**config.mk**
```make
export PLATFORM = sky130hd
export DESIGN_NAME = ff_excitation_driver
export DESIGN_NICKNAME = d
export VERILOG_FILES = /design/src/rtl/ff_excitation_driver.sv
export SDC_FILE = /design/constraint.sdc
export NUM_CORES = 1
export LEC_CHECK = 0
export BUFFER_PORTS_ARGS = -buffer_cell sky130_fd_sc_hd__buf_4
export CORE_UTILIZATION = 35
export DETAILED_ROUTE_END_ITERATION = 10
export GPL_TIMING_DRIVEN = 0
export PLACE_DENSITY = 0.63
export SETUP_SLACK_MARGIN = 0.4
export SYNTH_ARGS = -nofsm -noshare
export SYNTH_HDL_FRONTEND = slang
export SYNTH_SLANG_ARGS = --single-unit
```
**constraint.sdc**
```tcl
create_clock -name clk -period 3.4 [get_ports clk]
set_input_delay 0.51 -clock clk [delete_from_list [all_inputs] [get_ports clk]]
set_output_delay 0.51 -clock clk [all_outputs]
set_load 0.01 [all_outputs]
```
**src/rtl/ff_excitation_driver.sv**
```systemverilog
// Drives the excitation inputs of an external D/SR/JK/T flip-flop so that it
// follows a requested data stream, and checks the flop's returned Q against a model.
module ff_excitation_driver #(
    parameter int CNT_W = 8
) (
    input  logic             clk,
    input  logic             rst,
    input  logic             en,
    input  logic [1:0]       mode,
    input  logic             d,
    input  logic             q_fb,
    output logic             dq,
    output logic             s,
    output logic             r,
    output logic             j,
    output logic             k,
    output logic             t,
    output logic             q_exp,
    output logic             q_exp_bar,
    output logic             busy,
    output logic             fault,
    output logic [CNT_W-1:0] trans_cnt
);

    typedef enum logic [1:0] {
        IDLE  = 2'd0,
        ARM   = 2'd1,
        RUN   = 2'd2,
        FAULT = 2'd3
    } state_t;

    localparam logic [1:0] MODE_D  = 2'b00;
    localparam logic [1:0] MODE_SR = 2'b01;
    localparam logic [1:0] MODE_JK = 2'b10;

    state_t     state;
    state_t     state_nxt;
    logic [1:0] mode_q;
    logic [1:0] mode_prev;
    logic [1:0] run_cnt;
    logic       q_nxt;
    logic       check_en;
    logic       mismatch;
    logic       dq_n;
    logic       s_n;
    logic       r_n;
    logic       j_n;
    logic       k_n;
    logic       t_n;

    // mode_q is the flop type the excitation currently on the outputs was built for.
    always_comb begin
        q_nxt = t ^ q_exp;
        case (mode_q)
            MODE_D:  q_nxt = dq;
            MODE_SR: q_nxt = s | (~r & q_exp);
            MODE_JK: q_nxt = (j & ~q_exp) | (~k & q_exp);
            default: q_nxt = t ^ q_exp;
        endcase
    end

    assign check_en = (state == RUN) && (run_cnt == 2'd2);
    assign mismatch = check_en && (q_fb != q_exp);

    always_comb begin
        state_nxt = state;
        case (state)
            IDLE:    if (en) state_nxt = ARM;
            ARM:     state_nxt = RUN;
            RUN: begin
                if (mismatch)
                    state_nxt = FAULT;
                else if (!en)
                    state_nxt = IDLE;
                else if (mode != mode_prev)
                    state_nxt = ARM;
            end
            default: state_nxt = FAULT;
        endcase
    end

    // Excitation is chosen for the state being entered, so IDLE/FAULT hold the flop at once.
    always_comb begin
        dq_n = q_nxt;
        s_n  = 1'b0;
        r_n  = 1'b0;
        j_n  = 1'b0;
        k_n  = 1'b0;
        t_n  = 1'b0;
        if (state_nxt == ARM || state_nxt == RUN) begin
            dq_n = 1'b0;
            case (mode)
                MODE_D:  dq_n = d;
                MODE_SR: begin
                    s_n = ~q_nxt & d;
                    r_n = q_nxt & ~d;
                end
                MODE_JK: begin
                    j_n = ~q_nxt & d;
                    k_n = q_nxt & ~d;
                end
                default: t_n = q_nxt ^ d;
            endcase
        end
    end

    always_ff @(posedge clk or posedge rst) begin
        if (rst) begin
            state     <= IDLE;
            mode_q    <= MODE_D;
            mode_prev <= MODE_D;
            run_cnt   <= 2'd0;
            dq        <= 1'b0;
            s         <= 1'b0;
            r         <= 1'b0;
            j         <= 1'b0;
            k         <= 1'b0;
            t         <= 1'b0;
            q_exp     <= 1'b0;
            fault     <= 1'b0;
            trans_cnt <= '0;
        end else begin
            state     <= state_nxt;
            mode_q    <= mode;
            mode_prev <= mode;
            dq        <= dq_n;
            s         <= s_n;
            r         <= r_n;
            j         <= j_n;
            k         <= k_n;
            t         <= t_n;
            q_exp     <= q_nxt;
            // The first two RUN edges after ARM are not checked; the flop may still be settling.
            if (state == ARM)
                run_cnt <= 2'd0;
            else if (state == RUN && run_cnt != 2'd2)
                run_cnt <= run_cnt + 2'd1;
            if (mismatch)
                fault <= 1'b1;
            if (state == RUN && q_nxt != q_exp && trans_cnt != {CNT_W{1'b1}})
                trans_cnt <= trans_cnt + {{(CNT_W-1){1'b0}}, 1'b1};
        end
    end

    assign busy      = (state == ARM) || (state == RUN);
    assign q_exp_bar = ~q_exp;

endmodule

```
==> After elaboration in Yosys (flattened, before gate mapping) <==
Cells that the tools add are included.
{ "totals": {"reg_bits": 22, "latch_bits": 0, "ram_bits": 0, "mem_bits_ro": 0, "input_bits": 7, "out_inout_bits": 18, "elab_cells": 74, "mem_count": 0} }
{ "classes": {"n_addsub": 2, "mul": 0, "div": 0, "magnitude_cmp": 0, "n_eq_ne": 14, "shift": 0, "muxes": 20, "bitwise": 14, "reduce_logical": 12} }
{ "op_table": {"columns": ["cell", "n"], "rows": [
  ["1-bit two-way mux", 12],
  ["2-bit two-way mux", 6],
  ["2-bit equality test, second input constant", 5],
  ["8-bit by 1-bit adder with 8-bit output, second input constant", 1],
  ["2-bit by 1-bit equality test with 1-bit output, second input constant", 4],
  ["8-bit != test, second input constant", 1],
  ["2-bit zero test", 3],
  ["2-bit case mux with 3 select lines", 1],
  ["1-bit bitwise AND", 5],
  ["1-bit logical AND", 5],
  ["1-bit NOT", 5],
  ["1-bit case mux with 3 select lines", 1],
  ["3-bit OR reduction", 1],
  ["2-bit by 1-bit adder with 2-bit output, second input constant", 1],
  ["1-bit logical OR", 2],
  ["1-bit != test", 2],
  ["2-bit != test", 1],
  ["2-bit != test, second input constant", 1],
  ["1-bit OR", 2],
  ["2-bit nonzero test", 1],
  ["1-bit XOR", 2]
]} }

==> Longest topological paths before layout <==
{ "logic_depth": {"depth_word": 8, "mapped_depth": 8, "depth_no_buf": 7} }

==> Least setup slack after synthesis <==
Ideal clock, no wire load.
{ "synth_path": {"kind": "reg2reg", "from": "register state[0]", "to": "register k", "setup_ps": 68, "t_arrival_ps": 1813, "t_required_ps": 3332, "path_slack_ps": 1519, "stages_incl_launch_ff": 8, "path_buffers": 0, "synth_period_minus_slack_ps": 1881, "path_cell_list": "dfrtp_1 > inv_1 > ha_1 > inv_1 > or4_1 > o311a_1 > a21oi_2 > and4b_1"} }
{ "synth_via": {"elab_chain_cells": 8, "elab_cells_between_ends": 14, "cone_classes": "eq/ne (4); mux (6); reduce/logical (4)"} }
{ "synth_lines": {"columns": ["element", "line", "text"], "rows": [
  ["from (decl)", "36", "state_t state;"],
  ["from (signal assigned)", "123", "state <= state_nxt;"],
  ["2-bit equality test", "62, 67", null],
  ["1-bit logical AND", "62", "assign check_en = (state == RUN) && (run_cnt == 2'd2);"],
  ["1-bit logical AND", "63", "assign mismatch = check_en && (q_fb != q_exp);"],
  ["2-bit two-way mux", "71", "if (mismatch)"],
  ["2-bit case mux with 3 select lines (*)", "67", "case (state)"],
  ["2-bit by 1-bit equality test with 1-bit output / 2-bit equality test (equally long branches)", "90", "if (state_nxt == ARM || state_nxt == RUN) begin"],
  ["1-bit logical OR (*)", "90", null],
  ["1-bit two-way mux (*)", "90", null],
  ["named net k_n", "48", "logic k_n;"],
  ["to (signal assigned)", "130", "k <= k_n;"],
  ["to (decl)", "16", "output logic k,"]
]} }
The timed path passes the listed nets; every way through them passes the cells marked *.
A chain may end at the register's enable or synchronous reset.

==> Final worst setup path <==
Ends and elaborated chain as after synthesis.

==> summary by stage <==
Timing
After layout, the minimum clock period comes to 2.198 ns. The pin slew with the least headroom to its limit is 0.8012 ns. The aggregate negative setup slack is 0 ns. The clock tree skew after final layout is 0.001824 ns. The ratio of final minimum period to clock period is 64.64%.

Based on the critical path, the design can be clocked at up to 455.0 MHz. The total count of hold-check failures in the final report is 0. The number of max-slew violations in the final report is 0. The relative slew slack is 46.53%. Setup repair after global routing left no endpoint under its margin. Setup violations remaining at the end of the flow were counted as 0.

Synth
Counting flops and latches in the post-synthesis netlist gives 22. The synthesized netlist devotes 16.87% of its cell area to simple gates. The post-synthesis share of cell area spent on full adders, half adders and majority gates is 7.670%. A synthesized cell averages 10.97 um2.

The synthesized netlist net count is 134. The top cell type's share of synthesized area is 42.19%. Counting distinct cell types in the post-synthesis netlist gives 42. The synthesized instance count is 119. The xor-xnor portion of the synthesized cell area is 6.711%. The multiplexer fraction of the synthesized cell area is 5.369%. The Yosys step of the flow raised 0 warnings. Of the synthesized area, sequential elements account for 42.19%. The main combinational cell family by area after synthesis is simple AND/OR/NAND/NOR gates. By area the synthesized netlist is led by dfrtp_1 (42%), ha_1 (7.7%), xor2_1 (4.0%). The largest area contributor in the netlist is dfrtp_1. The share of the synthesized area in compound gates (AO/OA/AOI/OAI) is 16.78%. In this run the cell area of the synthesized design comes to 1305 um2.

Clocking
The tree built by TritonCTS fans out to 22 sinks. The number of buffers added to fix hold violations after cts is 0. CTS built an H-tree with a depth of 1. For the worst-skew pair, the clock arrives at the later sink with an insertion delay of 0.25 ns.

The CTS tree is built. The buffers inserted during post-CTS setup optimization is 0. The root buffer cell chosen for the clock tree is clkbuf_8. Gates resized during post-CTS repair numbered 0. After clock tree synthesis, the clock-pin slew on the worst setup and hold paths is 0.08 ns. TritonCTS created 3 clock buffers.

No sink is reached through more buffers than the 2 on the longest clock path.

Die
For this configuration, the core starts out at a cell density of 37.91%. Row generation in the floorplan step produced 21 rows. From bottom edge to top edge, the die measures 63.06 um. Pin placement for this block handled 25 I/O pins. The die covers 3977 um2. Measured along the x axis, the die boundary spans 63.06 um. In this run the standard cell core region covers 3442 um2.

Place
The number of placed instances, taps included, is 189. The final weighted congestion in routability-driven placement is 0.8411. The count of buffers added on input and output ports is 24. Summed over all nets, the half-perimeter wirelength after detailed placement is 1977 um.

Route
The iteration count of the initial detailed-routing pass is 4. Once detail routing completed, the nets flagged for antenna violations numbered 0. In the final routed layout, each cell accounts on average for 12.94 um. Using the TritonRoute via totals, the vias-per-cell ratio works out to 5.088. The final route contains 982 vias. The number of DRC markers after the initial detailed-route iteration is 43. The number of design rule violations left after detail routing is 0. The total wire length is 2497 um.

Run
The tool flagged a number of max-cap violations equal to 0.

Cells and area
Fill cells in the final layout number 338. In the final layout, the share of cells above drive strength 1 is 28.57%. The net total in the final layout is 163. The footprint of the multi-input gates is 696.9 um2.

The sequential cell area in the final layout is 550.5 um2. The library cell used most frequently in the layout, excluding fill and tap cells, is buf_4. Leaving out fill and tap cells, the most frequent cells in the layout are buf_4 (24), dfrtp_1 (22), inv_1 (10), ha_1 (8).

The synthesis-to-layout area growth is 22.44%. The post-route non-filler standard cell count is 193. The number of antenna diodes in the final layout is 0.

Critical path
The arrival time at the worst endpoint is 2.39 ns. The cell occurring most often along the worst timing path is inv_1. The critical setup path kind is register to register.

The signal on the critical path passes through inv_1 -> ha_1 -> inv_1 -> or4_1 -> o311a_1 -> a21oi_2 -> and4b_1. STA classifies the critical path endpoint as a register. Counting cells, the worst reg-to-reg path comes to 7. The data required time of the worst path is 3.59 ns. The source of the worst register-to-register timing path is state[0]. In this run the worst path has a maximum fanout of 7. The standard cell with the maximum stage delay on the critical path is or4_1. The worst setup path is launched from a register.

The timing startpoint of the critical path is state[0]. For this run, the slowest stage of the critical path takes 0.48 ns.

Global route
The total global routing track utilization is 13.55%. The first global-routing pass estimated 4312 um of wire. The initial antenna violation count is 0. The number of global-route vias before repair is 953. After global routing the overflow that remains totals 0. Entering global routing, the biggest net connects 23 pins.

Pwr
The leakage power figure is 0.7710 nW. The power density over the cells is 706.2 nW/um2. The worst vdd rail ir drop is 0.0002182 V.

Status
The flow ran to the end, and the final reports show no timing, DRC or antenna violations.

Hold path
The path type of the worst min-delay path is primary input to asynchronous set/reset pin.
power breakdown:
group | total, W | switching (W) | internal (W)
Clock | 0.000181 | 0.0000784 | 0.000103
Sequential | 0.000414 | 0.0000838 | 0.000330
Combinational | 0.000533 | 0.000277 | 0.000255
state kept, by name, summed over array words and instances (netlist names):
register   flops
fault          1
trans_cnt      8
j              1
q_exp          1
mode_prev      2
state          2
k              1
dq             1
s              1
r              1
run_cnt        2
t              1
final timing paths:
path | endpoint | slack, ns
max | k | 1.20
min | trans_cnt[5] | 0.41
max reg2reg | k | 1.20
min reg2reg | fault | 0.48
max in group asynchronous | mode_prev[1] | 2.50
min in group clk | mode_prev[0] | 0.42
per-layer routing:
layer,routed length [um],GRT usage (%)
met3,39,2.174
met1,1130,17.20
met2,1299,23.12
met4,27,4.651
met5,0,0
worst max-delay path, delay by kind of cell (launching register included):
family / cells / cell delay, ns
AOI/OAI and AO/OA: 2 / 0.42
adders and majority gates: 1 / 0.31
buffers and inverters: 2 / 0.26
DFF: 1 / 0.44
and+or+nand+nor: 2 / 0.72
logic make-up after synthesis:
logic type,Yosys count
flops,22
xor+xnor,10
buf+inv,13
compound gates,25
mux,6
simple gates,35
fa+ha+maj,8
final cells by class:
class	count	share of cell area, %
multi-input combinational	84	43.62
tap	46	3.602
buffer	2	1.018
sequential	22	34.46
timing repair buffer	24	11.28
clock buffer	4	3.446
inverter	11	2.584
synth_stat cells, drive strengths merged:
library cell  number
a2111oi            2
a211o              1
a211oi             3
a21oi              4
a311oi             1
a31o               1
a31oi              2
a32oi              2
and3               1
and3b              1
and4b              5
buf                2
dfrtp             22
ha                 8
inv               11
mux2               2
mux2i              4
nand2              6
nand2b             2
nand3              3
nand3b             1
nand4              1
nor2               5
nor2b              2
nor3               2
o2111ai            1
o211ai             1
o21ai              4
o21bai             1
o22ai              1
o311a              1
or2                2
or2b               1
or3                1
or4                2
xnor2              4
xor2               6
per-stage QoR:
stage	power [W]	worst slack, ns	hold slack (ns)	cell area (um2)	utilization (%)
global placement	0.0009336	1.297	0.4530	1543	44.82
global route	0.001225	1.047	0.4237	1598	46.42
CTS	0.001142	1.211	0.4184	1598	46.42
floorplan	0.0007694	1.519	0.4992	1305	-
finish	0.001128	1.202	0.4097	1598	46.42
detailed placement	0.0009570	1.256	0.4621	1543	44.82
Power figures use the tool's default switching activity.
